===== src/rtl/vdp_shift_pipe.sv =====
// vdp_shift_pipe: double-buffered VDP pixel serialiser.
// A one-entry cell buffer feeds a shifter that holds each pixel for HREP clocks.
//
// state | meaning
// IDLE  | shifter empty, waiting for a buffered cell
// RUN   | shifter emitting the pixels of the current cell
module vdp_shift_pipe #(
    parameter int PAT_W    = 8,
    parameter int COL_W    = 4,
    parameter int HREP     = 3,
    parameter int TEXT_PIX = 6
) (
    input  logic               clk40m,
    input  logic               rst,
    input  logic               pat_valid,
    output logic               pat_ready,
    input  logic [PAT_W-1:0]   pattern,
    input  logic [2*COL_W-1:0] color,
    input  logic [COL_W-1:0]   fg_text,
    input  logic [COL_W-1:0]   bg_text,
    input  logic [COL_W-1:0]   backdrop,
    input  logic [1:0]         mode,
    input  logic               flush,
    output logic               pix_valid,
    output logic [COL_W-1:0]   pix_color,
    output logic               underrun
);

    localparam int PIX_CW = (PAT_W > 1) ? $clog2(PAT_W) : 1;
    localparam int REP_CW = (HREP > 1) ? $clog2(HREP) : 1;

    localparam logic [PIX_CW-1:0] PIX_LAST_FULL = PIX_CW'(PAT_W - 1);
    localparam logic [PIX_CW-1:0] PIX_LAST_TEXT = PIX_CW'(TEXT_PIX - 1);
    localparam logic [PIX_CW-1:0] PIX_HALF      = PIX_CW'(PAT_W / 2);
    localparam logic [PIX_CW-1:0] PIX_ONE       = PIX_CW'(1);
    localparam logic [REP_CW-1:0] REP_LAST      = REP_CW'(HREP - 1);
    localparam logic [REP_CW-1:0] REP_ONE       = REP_CW'(1);

    localparam logic [1:0] MODE_GFX   = 2'd0;
    localparam logic [1:0] MODE_TEXT  = 2'd1;
    localparam logic [1:0] MODE_MULTI = 2'd2;

    typedef enum logic [0:0] {
        IDLE = 1'b0,
        RUN  = 1'b1
    } state_t;

    state_t state, state_nxt;

    logic               buf_full;
    logic [PAT_W-1:0]   buf_pat;
    logic [2*COL_W-1:0] buf_col;
    logic [COL_W-1:0]   buf_fg;
    logic [COL_W-1:0]   buf_bg;
    logic [1:0]         buf_mode;

    logic [PAT_W-1:0]   sh_pat, sh_pat_nxt;
    logic [2*COL_W-1:0] sh_col, sh_col_nxt;
    logic [COL_W-1:0]   sh_fg, sh_fg_nxt;
    logic [COL_W-1:0]   sh_bg, sh_bg_nxt;
    logic [1:0]         sh_mode, sh_mode_nxt;

    logic [PIX_CW-1:0]  pix_cnt, pix_nxt, pix_last;
    logic [REP_CW-1:0]  rep_cnt, rep_nxt;

    logic               xfer;
    logic               accept;
    logic               underrun_nxt;
    logic               pix_valid_nxt;
    logic [COL_W-1:0]   pix_color_nxt;

    function automatic logic [COL_W-1:0] resolve(
        input logic               bit_on,
        input logic [1:0]         m,
        input logic               left_half,
        input logic [2*COL_W-1:0] col,
        input logic [COL_W-1:0]   fg,
        input logic [COL_W-1:0]   bg,
        input logic [COL_W-1:0]   bd
    );
        logic [COL_W-1:0] idx;
        case (m)
            MODE_GFX:   idx = bit_on ? col[2*COL_W-1:COL_W] : col[COL_W-1:0];
            MODE_TEXT:  idx = bit_on ? fg : bg;
            MODE_MULTI: idx = left_half ? col[2*COL_W-1:COL_W] : col[COL_W-1:0];
            default:    idx = bd;
        endcase
        // index 0 is transparent and shows the backdrop
        return (idx == '0) ? bd : idx;
    endfunction

    assign pix_last  = (sh_mode == MODE_TEXT) ? PIX_LAST_TEXT : PIX_LAST_FULL;
    assign pat_ready = !rst && !flush && (!buf_full || xfer);
    assign accept    = pat_valid && pat_ready;

    always_comb begin
        state_nxt    = state;
        rep_nxt      = rep_cnt;
        pix_nxt      = pix_cnt;
        sh_pat_nxt   = sh_pat;
        sh_col_nxt   = sh_col;
        sh_fg_nxt    = sh_fg;
        sh_bg_nxt    = sh_bg;
        sh_mode_nxt  = sh_mode;
        underrun_nxt = 1'b0;
        xfer         = 1'b0;

        if (flush) begin
            state_nxt   = IDLE;
            rep_nxt     = '0;
            pix_nxt     = '0;
            sh_pat_nxt  = '0;
            sh_col_nxt  = '0;
            sh_fg_nxt   = '0;
            sh_bg_nxt   = '0;
            sh_mode_nxt = '0;
        end else begin
            case (state)
                IDLE: begin
                    if (buf_full) begin
                        xfer = 1'b1;
                    end
                end
                RUN: begin
                    if (rep_cnt == REP_LAST) begin
                        rep_nxt = '0;
                        if (pix_cnt == pix_last) begin
                            if (buf_full) begin
                                xfer = 1'b1;
                            end else begin
                                state_nxt    = IDLE;
                                pix_nxt      = '0;
                                underrun_nxt = 1'b1;
                                sh_pat_nxt   = '0;
                                sh_col_nxt   = '0;
                                sh_fg_nxt    = '0;
                                sh_bg_nxt    = '0;
                                sh_mode_nxt  = '0;
                            end
                        end else begin
                            pix_nxt    = pix_cnt + PIX_ONE;
                            sh_pat_nxt = {sh_pat[PAT_W-2:0], 1'b0};
                        end
                    end else begin
                        rep_nxt = rep_cnt + REP_ONE;
                    end
                end
                default: state_nxt = IDLE;
            endcase

            if (xfer) begin
                state_nxt   = RUN;
                rep_nxt     = '0;
                pix_nxt     = '0;
                sh_pat_nxt  = buf_pat;
                sh_col_nxt  = buf_col;
                sh_fg_nxt   = buf_fg;
                sh_bg_nxt   = buf_bg;
                sh_mode_nxt = buf_mode;
            end
        end

        // outputs are resolved from the post-edge shifter contents
        pix_valid_nxt = (state_nxt == RUN);
        pix_color_nxt = '0;
        if (pix_valid_nxt) begin
            pix_color_nxt = resolve(sh_pat_nxt[PAT_W-1], sh_mode_nxt,
                                    (pix_nxt < PIX_HALF), sh_col_nxt,
                                    sh_fg_nxt, sh_bg_nxt, backdrop);
        end
    end

    always_ff @(posedge clk40m) begin
        if (rst || flush) begin
            buf_full <= 1'b0;
            buf_pat  <= '0;
            buf_col  <= '0;
            buf_fg   <= '0;
            buf_bg   <= '0;
            buf_mode <= '0;
        end else if (accept) begin
            buf_full <= 1'b1;
            buf_pat  <= pattern;
            buf_col  <= color;
            buf_fg   <= fg_text;
            buf_bg   <= bg_text;
            buf_mode <= mode;
        end else if (xfer) begin
            buf_full <= 1'b0;
        end
    end

    always_ff @(posedge clk40m) begin
        if (rst) begin
            state     <= IDLE;
            rep_cnt   <= '0;
            pix_cnt   <= '0;
            sh_pat    <= '0;
            sh_col    <= '0;
            sh_fg     <= '0;
            sh_bg     <= '0;
            sh_mode   <= '0;
            pix_valid <= 1'b0;
            pix_color <= '0;
            underrun  <= 1'b0;
        end else begin
            state     <= state_nxt;
            rep_cnt   <= rep_nxt;
            pix_cnt   <= pix_nxt;
            sh_pat    <= sh_pat_nxt;
            sh_col    <= sh_col_nxt;
            sh_fg     <= sh_fg_nxt;
            sh_bg     <= sh_bg_nxt;
            sh_mode   <= sh_mode_nxt;
            pix_valid <= pix_valid_nxt;
            pix_color <= pix_color_nxt;
            underrun  <= underrun_nxt;
        end
    end

endmodule


===== config.mk =====
export PLATFORM = sky130hd
export DESIGN_NAME = vdp_shift_pipe
export DESIGN_NICKNAME = d
export VERILOG_FILES = /design/src/rtl/vdp_shift_pipe.sv
export SDC_FILE = /design/constraint.sdc
export NUM_CORES = 1
export LEC_CHECK = 0
export CAP_MARGIN = 0
export CORE_MARGIN = 8
export CORE_UTILIZATION = 49
export CTS_CLUSTER_SIZE = 12
export DETAILED_ROUTE_END_ITERATION = 10
export PLACE_DENSITY = 0.86
export SKIP_CTS_REPAIR_TIMING = 1
export SLEW_MARGIN = 20
export SYNTH_ARGS = -nofsm -noshare
export SYNTH_HDL_FRONTEND = slang
export SYNTH_SLANG_ARGS = --single-unit

===== constraint.sdc =====
create_clock -name clk40m -period 3 [get_ports clk40m]
set_input_delay 0.9 -clock clk40m [delete_from_list [all_inputs] [get_ports clk40m]]
set_output_delay 0.9 -clock clk40m [all_outputs]
set_load 0.01 [all_outputs]

== Word level (Yosys, flattened, before mapping) ==
Index checks and enable logic that the tools add are counted.

* Bits in registers: 64
* ROM bits: 0
* Memories kept: 0
* Memory bits (writable): 0
* Input bits: 34
* Latch bits: 0

* Shifts and indexed selects: 0
* Divide/modulo/power cells: 0
* $lt $le $gt $ge: 1
* Bitwise logic cells: 4
* $mul: 0
* Reduce and logical (&&, ||, !) cells: 18
* $add $sub $neg: 2
* Eq/ne operators: 6
* Mux-type cells: 58

{| class="wikitable"
|+ Operators with widths
! kind !! number
|-
| 8-bit 2-to-1 mux || 12
|-
| 4-bit 2-to-1 mux || 17
|-
| 3-bit 2-to-1 mux || 6
|-
| 2-bit 2-to-1 mux || 8
|-
| 1-bit 2-to-1 mux || 13
|-
| 4-bit case mux with 3 select lines || 1
|-
| 2-bit nonzero test || 3
|-
| 5-bit OR reduction || 1
|-
| 2-bit by 1-bit equality test with 1-bit output, second input constant || 2
|-
| 2-bit equality test, second input constant || 2
|-
| 4-bit logical NOT || 1
|-
| 1-bit NOT || 4
|-
| 2-bit OR reduction || 2
|-
| 3-bit by 1-bit adder with 3-bit output, second input constant || 1
|-
| 3-bit equality test || 1
|-
| 1-bit logical AND || 3
|-
| 1-bit logical NOT || 3
|-
| 3-bit < comparator, second input constant || 1
|-
| 3-bit by 2-bit != test with 1-bit output, second input constant || 1
|-
| 3-bit AND reduction || 1
|-
| 3-bit OR reduction || 1
|-
| 2-bit by 1-bit adder with 2-bit output, second input constant || 1
|-
| 2-bit logical NOT || 1
|-
| 1-bit logical OR || 2
|-
| 1-bit case mux with 2 select lines || 1
|}

== Depth between registers and ports, before layout ==
* Depth in word-level cells: 15
* Mapped depth: 11
* Gate-level depth less buffers: 9

== Worst setup path before layout ==
OpenSTA, ideal clock, no wires.

* Kind: input to register
* Start: input port flush
* End: register pix_color[2]
* Cell stages on the path: 9
* Data required time: 2.928 ns
* Buffers on the path: 1
* Slack: -0.105 ns
* Setup time: 0.072 ns
* Arrival: 3.033 ns
* Cell sequence: clkbuf_1 inv_1 and4_4 a311oi_4 mux2i_2 nor3b_1 nor4_2 nand4_1 a21oi_1

* Cells in the longest elaborated chain, start to end: 7
* Elaborated cells between the ends (all ways): 20
* Classes of those cells: order compare: 1; eq/ne: 2; mux: 13; bitwise: 1; reduce/logical: 3

{| class="wikitable"
|+ Ends and longest elaborated chain
! what !! RTL line !! text
|-
| from (decl) || 23 || <nowiki>input logic flush,</nowiki>
|-
| 3-bit 2-to-1 mux || 108 || <nowiki>if (flush) begin</nowiki>
|-
| 3-bit < comparator || 168 || <nowiki>(pix_nxt < PIX_HALF), sh_col_nxt,</nowiki>
|-
| 4-bit 2-to-1 mux || 85 || <nowiki>MODE_MULTI: idx = left_half ? col[2*COL_W-1:COL_W] : col[COL_W-1:0];</nowiki>
|-
| 4-bit case mux with 3 select lines || 82 || <nowiki>case (m)</nowiki>
|-
| 4-bit 2-to-1 mux || 166 || <nowiki>if (pix_valid_nxt) begin</nowiki>
|-
| 4-bit logical NOT || 89 || <nowiki>return (idx == '0) ? bd : idx;</nowiki>
|-
| 4-bit 2-to-1 mux || 89 ||
|-
| to (signal assigned) || 216 || <nowiki>pix_color <= pix_color_nxt;</nowiki>
|-
| to (decl) || 25 || <nowiki>output logic [COL_W-1:0] pix_color,</nowiki>
|}

Parallel ways exist; a longest one is shown, timed or not. The select of a mux whose other input is x is not followed.
A chain may end at the register's enable or synchronous reset.

== Worst setup path after layout ==
* Start: input port rst
* End: output port pat_ready

* Cells in the longest elaborated chain, start to end: 3

{| class="wikitable"
|+ Ends and longest elaborated chain
! what !! RTL line !! text
|-
| from (decl) || 14 || <nowiki>input logic rst,</nowiki>
|-
| 1-bit logical NOT || 93 || <nowiki>assign pat_ready = !rst && !flush && (!buf_full || xfer);</nowiki>
|-
| 1-bit logical AND (2 in series) || 93 ||
|-
| to (decl) || 16 || <nowiki>output logic pat_ready,</nowiki>
|}

No other way between the ends.

==> flow_summary.yaml <==
die:
  dieWidth_um: 92.4
  row_count: 28
  io_pins: 41
  core_um2: 5780
  start_util_pct: 49.5
  die-height_um: 92.4
  die_area_um2: 8540
synth:
  yosysWarnings: 0
  synthTopCellsByArea: "dfxtp_1 (45%), nand2_1 (10%), a21oi_1 (6.6%)"
  synth-seq-area-share_pct: 44.8
  synth_xor_area_share_pct: 0.875
  synth-simple-area-share_pct: 27.2
  synth_seq_cells: 64
  synth_mux_area_share_pct: 3.41
  postSynthAreaPerCell_um2: 8.13
  synth.most_common_cell: "nand2_1"
  post_synth_fa_ha_maj_area_fraction_pct: 0.437
  syn_inst: 352
  synthTopCellsByCount: "nand2_1 (80), dfxtp_1 (64), a21oi_1 (38), nor2_1 (29), nand3_1 (19)"
  synth_nets: 387
  yosys.area.top_type_share_pct: 44.8
  synth-main-ff-cell: "dfxtp_1"
  syn-cell-area_um2: 2860
  synth-async-reset-ratio_pct: 0
  synth_edf_count: 0
  synth_top_family_by_area: "simple AND/OR/NAND/NOR gates"
  synth_top_area_cell: "dfxtp_1"
  synth_compound_area_share_pct: 20.1
  synth_cell_types: 54
timing:
  fin_crit_ns: 2.92
  setup_violations: 0
  tightest_slew_ns: 0.738
  max_freq_mhz: 343
  fin_ws_ns: 0.0850
  setup_tns_ns: 0
  max_slew_margin_pct: 50.3
  rsz0062_at_grt: "false"
  final-hold-violation-count: 0
  drv_slew: 0
  fin_worst_skew_ns: 0.00453
  period_share_pct: 97.2
finish:
  drive_gt1_share_pct: 15.6
  area_growth_pct: 29.9
  nNetsFinal: 448
  n_antenna_cell: 0
route:
  drc: 0
  wire_per_inst_um: 15.1
  drt_wl_total_um: 7440
  vias: 2734
  dr.pass1.iters: 5
  ant_nets: 0
  first_iter_violations: 216
  via_per_inst: 5.55
power:
  power_leakage_nw: 1.41
  fin_total_pwr_w: 0.00171
  ir_drop_mv: 0.334
  powerDensity_nw_per_um2: 461
worst_setup_path:
  crit_slowest_cell: "clkdlybuf4s50_1"
  arrival_ns: 2.02
  critical_path_buf_inv_count: 2
  cp-start-kind: "input pin"
  path_class: "input pin to output port"
  cp_cell_sequence: "clkdlybuf4s50_1 -> or2_2 -> a21oi_2 -> clkbuf_2"
  cp_max_fo: 3
  worstSetupEndpointType: "output port"
  path_delay_family: "buffers and inverters"
  required_ns: 2.10
  slowest_delay_ns: 0.45
placement:
  io_buffers: 40
  gp_congestion: 0.923
  dp_slack_ns: -0.432
  hpwlAfterDp_um: 5660
clock_network:
  cts_root_buf: "clkbuf_8"
  cts.sinks: 64
  clock_latency_ns: 0.34
  clk_path_buf_depth: 2
  h-tree-depth: 3
  numCtsBuffers: 9
  clk_pin_slew_ns: 0.07
  cts_tree: "built"
global_routing:
  grt_util_all_layers_pct: 18.4
  first_global_vias: 2731
  grt_pass1_wl_um: 12700
  grt_max_degree: 33
  grt-ovfl-total: 0
  antenna_found_initial: 0
status:
  outcome: "finished clean"
hold_path:
  hold_class: "flop to flop"
job:
  max_cap_violations: 0
==> where the power goes <==
group,internal (W),total (W),switching [W]
logic,0.0000723,0.000137,0.0000651
registers,0.000861,0.000870,0.00000880
clock network,0.000379,0.000707,0.000328
total,0.00131,0.00171,0.000402
==> cell families after synthesis <==
| kind of cell | count (synthesis) |
|---|---|
| AOI/OAI and AO/OA | 86 |
| DFF | 64 |
| and+or+nand+nor | 168 |
| adders and majority gates | 1 |
| buffers and inverters | 22 |
| muxes | 9 |
| xor gates and xnor gates | 2 |
==> worst paths after layout <==
kind	from	to	slack, ns	depth (start not counted)
max	rst	pat_ready	0.08	4
min reg2reg	buf_pat[3]$_SDFFE_PP0P_	sh_pat[3]$_SDFFE_PP0P_	0.45	2
max reg2reg	buf_full$_SDFFE_PP0P_	pix_color[1]$_SDFF_PP0_	0.37	9
min	buf_pat[3]$_SDFFE_PP0P_	sh_pat[3]$_SDFFE_PP0P_	0.45	2
==> per-stage QoR <==
stage          util (%)  hold WS [ns]  cells  area [um2]
2_1_floorplan         -         0.432    352        2870
3_3_place_gp       60.8         0.441    477        3520
3_5_place_dp       60.8         0.448    477        3520
4_1_cts            64.1         0.460    493        3700
5_1_grt            64.3         0.480    493        3720
6_report           64.3         0.454    493        3720
==> registers in the layout (all words and copies together) (netlist names) <==
| signal | flops |
|---|---|
| buf_col | 8 |
| buf_pat | 8 |
| sh_col | 8 |
| sh_pat | 8 |
| buf_bg | 4 |
| buf_fg | 4 |
| pix_color | 4 |
| sh_bg | 4 |
| sh_fg | 4 |
| pix_cnt | 3 |
| buf_mode | 2 |
| rep_cnt | 2 |
| sh_mode | 2 |
| buf_full | 1 |
| state | 1 |
| underrun | 1 |
==> cell usage in the layout (no fill, tap or decap), types with 2 or more instances in the layout <==
cell / Yosys / final
clkbuf_8: 0 / 9
a21boi_0: 2 / 2
buf_4: 1 / 27
a21oi_1: 38 / 36
nand2_1: 80 / 80
mux2_2: 2 / 2
o22ai_1: 2 / 2
clkinv_2: 0 / 3
a22oi_1: 17 / 17
dfxtp_1: 64 / 64
nand3_1: 19 / 19
nand2b_1: 5 / 5
and2_1: 10 / 10
nor3_1: 6 / 6
a21oi_2: 0 / 2
nand4_1: 2 / 2
o21ai_0: 5 / 5
clkdlybuf4s50_1: 0 / 38
a31oi_1: 5 / 5
mux2i_1: 5 / 5
a221oi_1: 2 / 2
clkinvlp_4: 0 / 2
or3_1: 2 / 2
nor2_1: 29 / 29
inv_1: 2 / 2
nor2b_1: 4 / 4
==> per-layer routing <==
metal	global-route usage, %	part of all wire (%)	up-vias
li1	-	-	1353
met1	22.7	44	1260
met2	30.0	47	100
met3	4.61	6.6	21
met4	6.98	2.7	0
met5	0	0	-
==> cell type report <==
cell class,count,area [um2]
fill,506,2060
multi-input combinational,266,1510
sequential,64,1280
timing repair buffer,69,632
clock buffer,10,128
tap,75,93.8
clock inverter,6,60.1
inverter,3,11.3
==> worst register-to-register path: stages (launching register included) <==
cell and delay (ns):
dfxtp_1 0.49, and2b_1 0.24, nor2_1 0.07, and3_2 0.23
a311oi_4 0.40, buf_4 0.21, mux2_2 0.33, o221ai_1 0.30
nand4_1 0.16, a21oi_2 0.14
Note: power is estimated with default switching activity, not from simulation.
